==> src/rtl/serializer4.sv <==
// Parallel-to-serial transmitter: latches a word, shifts it out one bit per
// enabled clock with valid/last framing and an optional trailing even-parity bit.
module serializer4 #(
    parameter int WIDTH     = 4,
    parameter bit MSB_FIRST = 1'b1,
    parameter bit PARITY_EN = 1'b1
) (
    input  logic             CLK,
    input  logic             RESET,
    input  logic             ENABLE,
    input  logic [WIDTH-1:0] D,
    input  logic             LOAD,
    output logic             READY,
    output logic             SOUT,
    output logic             SVALID,
    output logic             SLAST,
    output logic             BUSY
);

    localparam int              CNT_W    = $clog2(WIDTH + 1);
    localparam logic [CNT_W-1:0] LAST_IDX = CNT_W'(WIDTH - 1);

    typedef enum logic [1:0] {
        IDLE,
        SHIFT,
        PARITY
    } state_t;

    state_t           state;
    logic [WIDTH-1:0] shreg;
    logic [WIDTH-1:0] shreg_nxt;
    logic [CNT_W-1:0] cnt;
    logic [CNT_W-1:0] cnt_nxt;
    logic             par;

    // The bit currently on the line always sits at the head of the shift register.
    function automatic logic head(input logic [WIDTH-1:0] w);
        return MSB_FIRST ? w[WIDTH-1] : w[0];
    endfunction

    function automatic logic [WIDTH-1:0] advance(input logic [WIDTH-1:0] w);
        return MSB_FIRST ? (w << 1) : (w >> 1);
    endfunction

    always_comb begin
        shreg_nxt = advance(shreg);
        cnt_nxt   = cnt + CNT_W'(1);
    end

    assign READY = (state == IDLE);

    always_ff @(posedge CLK or negedge RESET) begin
        if (!RESET) begin
            state  <= IDLE;
            shreg  <= '0;
            cnt    <= '0;
            par    <= 1'b0;
            SOUT   <= 1'b0;
            SVALID <= 1'b0;
            SLAST  <= 1'b0;
            BUSY   <= 1'b0;
        end else if (ENABLE) begin
            case (state)
                IDLE: begin
                    if (LOAD) begin
                        shreg  <= D;
                        par    <= ^D;
                        cnt    <= '0;
                        SOUT   <= head(D);
                        SVALID <= 1'b1;
                        SLAST  <= 1'b0;
                        BUSY   <= 1'b1;
                        state  <= SHIFT;
                    end
                end
                SHIFT: begin
                    if (cnt == LAST_IDX) begin
                        if (PARITY_EN) begin
                            SOUT  <= par;
                            SLAST <= 1'b1;
                            state <= PARITY;
                        end else begin
                            shreg  <= '0;
                            cnt    <= '0;
                            SOUT   <= 1'b0;
                            SVALID <= 1'b0;
                            SLAST  <= 1'b0;
                            BUSY   <= 1'b0;
                            state  <= IDLE;
                        end
                    end else begin
                        // Without parity the last data bit itself carries SLAST.
                        cnt   <= cnt_nxt;
                        shreg <= shreg_nxt;
                        SOUT  <= head(shreg_nxt);
                        SLAST <= !PARITY_EN && (cnt_nxt == LAST_IDX);
                    end
                end
                PARITY: begin
                    shreg  <= '0;
                    cnt    <= '0;
                    SOUT   <= 1'b0;
                    SVALID <= 1'b0;
                    SLAST  <= 1'b0;
                    BUSY   <= 1'b0;
                    state  <= IDLE;
                end
                default: begin
                    state <= IDLE;
                end
            endcase
        end
    end

endmodule

==> config.mk <==
export PLATFORM = sky130hd
export DESIGN_NAME = serializer4
export DESIGN_NICKNAME = d
export VERILOG_FILES = /design/src/rtl/serializer4.sv
export SDC_FILE = /design/constraint.sdc
export NUM_CORES = 1
export LEC_CHECK = 0
export BUFFER_PORTS_ARGS = -buffer_cell sky130_fd_sc_hd__buf_2
export CAP_MARGIN = 20
export CELL_PAD_IN_SITES_DETAIL_PLACEMENT = 0
export CELL_PAD_IN_SITES_GLOBAL_PLACEMENT = 1
export CORE_UTILIZATION = 30
export DETAILED_ROUTE_END_ITERATION = 16
export PLACE_DENSITY_LB_ADDON = 0.1
export SYNTH_ARGS = -nofsm -noshare
export SYNTH_HDL_FRONTEND = slang
export SYNTH_SLANG_ARGS = --single-unit
==> constraint.sdc <==
create_clock -name CLK -period 4.3 [get_ports CLK]
set_input_delay 0.43 -clock CLK [delete_from_list [all_inputs] [get_ports CLK]]
set_output_delay 0.43 -clock CLK [all_outputs]
set_load 0.005 [all_outputs]
# Yosys cells after proc, flatten, opt, wreduce, memory -nomap -nowiden
# Index checks and enable logic that the tools add are counted.
# totals
reg_bits	12
input_bits	8
output_inout_bits	5
word_cells	40
# op_classes
n_reduce_logical	9
eq_ne	6
mux	17
add_sub_neg	1
# ops
operator	count
3-bit one-hot mux with 3 select lines	2
3-bit two-way mux	4
3-bit AND reduction	4
2-bit != test, second input constant	3
1-bit one-hot mux with 3 select lines	2
1-bit two-way mux	5
2-bit two-way mux	2
2-bit one-hot mux with 2 select lines	1
4-bit AND reduction	1
4-bit parity	1
3-bit by 1-bit adder with 3-bit output, second input constant	1
3-bit by 2-bit == test with 1-bit output, second input constant	1
3-bit nonzero test	1
2-bit by 1-bit == test with 1-bit output, second input constant	1
2-bit == test, second input constant	1
2-bit logical NOT	1
1-bit one-hot mux with 2 select lines	1
2-bit nonzero test	1

# Depth between registers and ports, before layout
# logic_depth
ltp_word	3
ltp_mapped	5
mapped_depth_nobuf	5

# Least setup slack after synthesis
# OpenSTA, ideal clock, no wires.
# synth_path
path_kind	reg-to-reg
startpoint	reg cnt[0]
endpoint	reg cnt[0]
t_required_ps	4175
path_buffers	0
period_less_slack_ps	1477
path_slack_ps	2823
stages_incl_launch_ff	6
setup_time_ps	125
arrival_ps	1352
path_cell_list	dfrtp_1 > ha_1 > ha_1 > nand2_1 > nand4b_4 > mux2_2
# synth_between
elab_chain_cells	3
word_cells_on_any_way	6
cone_classes	add/sub (1); eq/ne (2); mux (2); reduce/logical (1)
# synth_rtl
element	line_no	text
from (decl)	32	logic [CNT_W-1:0] cnt;
from (signal assigned)	93	cnt <= cnt_nxt;
3-bit by 1-bit adder with 3-bit output / 3-bit by 2-bit == test with 1-bit output (equally long branches)	47, 77	
3-bit two-way mux / 2-bit != test (equally long branches)	n/a	
3-bit one-hot mux with 3 select lines / 4-bit AND reduction (equally long branches)	n/a	
# Parallel ways exist; a longest one is shown, timed or not. The select of a mux whose other input is x is not followed.
# A chain may end at the register's enable or synchronous reset.

# Final worst setup path
# layout_path
startpoint	reg state[0]
endpoint	out READY
# layout_between
elab_chain_cells	1
# layout_rtl
element	line_no	text
from (decl)	29	state_t state;
from (signal assigned)	54	state <= IDLE;
from (signal assigned)	73	state <= SHIFT;
from (signal assigned)	81	state <= PARITY;
2-bit logical NOT	50	assign READY = (state == IDLE);
to (decl)	13	output logic READY,
# Every way passes these cells.

==> reports/results.txt <==
Global-route wire length before repair - 2.118 mm
Clock latency on the worst-skew pair - 0.28 ns
Final #Nets - 98
Worst EP arrival - 1.28 ns
Hold Buf Count CTS - 0
# Max-Cap Violations - 0
Share of layout cells above drive strength 1 - 0.2840
Vias per inst - 4.807
CP Class - reg2out
Max Slew Vio Count - 0
Vias in the first global route - 480
Post-DP HPWL - 1.019 mm
Max FO, Critical Path - 5
Fin Setup TNS - 0 ns
TritonCTS Buffers - 3
Top post-synthesis cells by area - dfrtp_1 41%, ha_1 12%, mux2_2 7.7%, inv_1 4.6%, mux2i_1 4.1%
Via count - 524
Top FF cell, synth - dfrtp_1
Startpoint Class - flop
P&R area growth vs syn - 13.48%
Total gr overflow - 0
Register bit total from synthesis - 12
Top cells by count, synth - 12 x dfrtp_1, 9 x inv_1, 7 x ha_1, 6 x nand2_1, 5 x mux2_2
Remaining DRCs - 0
H-tree levels - 1
Post-synth EDFFs - 0
Max VDD drop - 0.0002217 V
Clock Skew - 0.009377 ns
Starting DRT DRC Count - 5
Gate Count Post-Synth - 68
Slew margin rel. - 0.8072
CP Capture Type - output pin
Post-Synthesis Cell Area - 733.2 µm²
Initial Utilization - 0.3252
Pwr Total - 0.0005086 W
I/O Pins - 13
Unrepaired setup endpoints after global routing - no
Sequential power share - 0.371
Status - complete, no violations
Fin crit share - 0.3984
Clock Sinks - 12
Routability cong. - 0.7258
Drt wl/cell - 11.92 µm
Largest area contributor in the netlist - dfrtp_1
Yosys top cell area share - 0.4096
Die Ht - 51.44 µm
Worst-path clk slew - 0.08 ns
CTS tree - yes
Largest net degree at the start of global routing - 13
PortBufs - 12
Sw Pwr - 0.0001933 W
Hold Vio Cnt, Final - 0
P_leak - 0.4075 nW
Warnings from Yosys - 0
Cell row count - 17
Worst hold-check path type - in2async
Setup violators final - 0
Post-synthesis sequential area ratio - 0.4096
Resized cells post-CTS - 0
Switching share of power - 0.3800
Internal power - 0.0003153 W
Post-Syn Nets - 83
Detail Route Antenna Nets - 0
Clock network power share - 0.139
Routed Wire Length - 1.299 mm
Syn Area/Cell - 10.78 µm²
Die area - 0.002646 mm²
Root Buffer - clkbuf_4
Core region area - 0.002255 mm²
Initial antenna violation count - 0
Comb pwr share - 0.490
Max Buffers Root-to-Sink - 2
Total track usage - 0.1137
Worst Path Required - 3.87 ns
Yosys cell types - 23
Peak Freq - 0.5837 GHz
Die W - 51.44 µm
N_diodes - 0
Asr flop ratio synth - 1.000
P per Cell Area - 611.2 mW/mm²
Worst-Margin Slew - 0.2893 ns
Most frequent cell after synthesis - dfrtp_1
Minimum clock period - 1.713 ns
Drt pass-1 iters - 4
# Post-CTS Setup Buffers - 0
[worst max-delay path, stage by stage (launching register included)]
cell,delay [ns]
dfrtp_1,0.43
inv_1,0.11
ha_1,0.30
buf_2,0.16
[layout make-up]
| class | count | area [µm²] |
|---|---|---|
| timing repair buffer | 12 | 60.06 |
| inverter | 9 | 33.78 |
| tap | 28 | 35.03 |
| fill | 249 | 1423 |
| sequential | 12 | 300.3 |
| multi-input combinational | 45 | 380.4 |
| clock buffer | 3 | 22.52 |
[flip-flops by register name, summed over array words and instances, names as in the netlist]
| name | count |
|---|---|
| shreg | 3 |
| cnt | 3 |
| par | 1 |
| SOUT | 1 |
| SLAST | 1 |
| BUSY | 1 |
| state | 2 |
[through the flow]
stage | util | worst slack [ns] | hold WS [ns] | instances | area [µm²]
after CTS | 0.3690 | 2.577 | 0.03173 | 109 | 832.0
after global routing | 0.3690 | 2.519 | 0.05209 | 109 | 832.0
after global placement | 0.3590 | 2.671 | 0.3344 | 106 | 809.5
after floorplan | - | 2.823 | 0.1344 | 68 | 733.2
after detailed placement | 0.3590 | 2.668 | 0.3358 | 106 | 809.5
final | 0.3690 | 2.587 | 0.01929 | 109 | 832.0
[power by group through the flow]
stage | sequential [W] | clock, W | combinational (W)
6_report | 0.000188 | 0.0000708 | 0.000249
2_1_floorplan | 0.000186 | 0 | 0.000190
4_1_cts | 0.000189 | 0.0000740 | 0.000253
3_3_place_gp | 0.000190 | 0 | 0.000254
5_1_grt | 0.000194 | 0.0000770 | 0.000278
3_5_place_dp | 0.000192 | 0 | 0.000252
[logic make-up after synthesis]
logic type,count (synthesis),synth area share
compound gates,12,0.1058
buf+inv,11,0.07167
mux,8,0.1177
flops,12,0.4096
xor+xnor,3,0.03584
fa+ha+maj,7,0.1194
simple gates,15,0.1399
[placed cells by master, fill, tap and decap left out, types with 2 or more instances in the layout]
| cell type | synthesis | routed |
|---|---|---|
| a31oi_1 | 2 | 2 |
| xnor2_1 | 3 | 3 |
| inv_1 | 9 | 9 |
| ha_1 | 7 | 7 |
| mux2i_1 | 3 | 3 |
| nand3_1 | 3 | 3 |
| buf_2 | 0 | 12 |
| nand2_1 | 6 | 6 |
| o22ai_1 | 2 | 2 |
| dfrtp_1 | 12 | 12 |
| o21ai_0 | 4 | 4 |
| clkbuf_4 | 0 | 3 |
| mux2_2 | 5 | 5 |
[path summary, 6_finish.rpt]
kind,start,to,slack (ns),cells past startpoint
setup reg to reg,cnt[0]$_DFFE_PN0P_,shreg[1]$_DFFE_PN0P_,2.67,5
hold reg to reg,par$_DFFE_PN0P_,par$_DFFE_PN0P_,0.51,2
max in group asynchronous,RESET,shreg[1]$_DFFE_PN0P_,4.05,1
setup / recovery,state[0]$_DFFE_PN0P_,READY,2.59,3
hold / removal,RESET,BUSY$_DFFE_PN0P_,0.02,1
min in group CLK,LOAD,state[0]$_DFFE_PN0P_,0.46,3
[metal layers]
metal | vias up | wire, µm | GRT usage | part of all wire
met5 | - | 0 | 0 | 0
met4 | 0 | 0 | 0.04955 | 0
met3 | 0 | 83 | 0.05655 | 0.064
met2 | 14 | 626 | 0.1753 | 0.48
met1 | 248 | 589 | 0.1316 | 0.45
li1 | 262 | - | - | -
(Power assumes the default switching activity.)
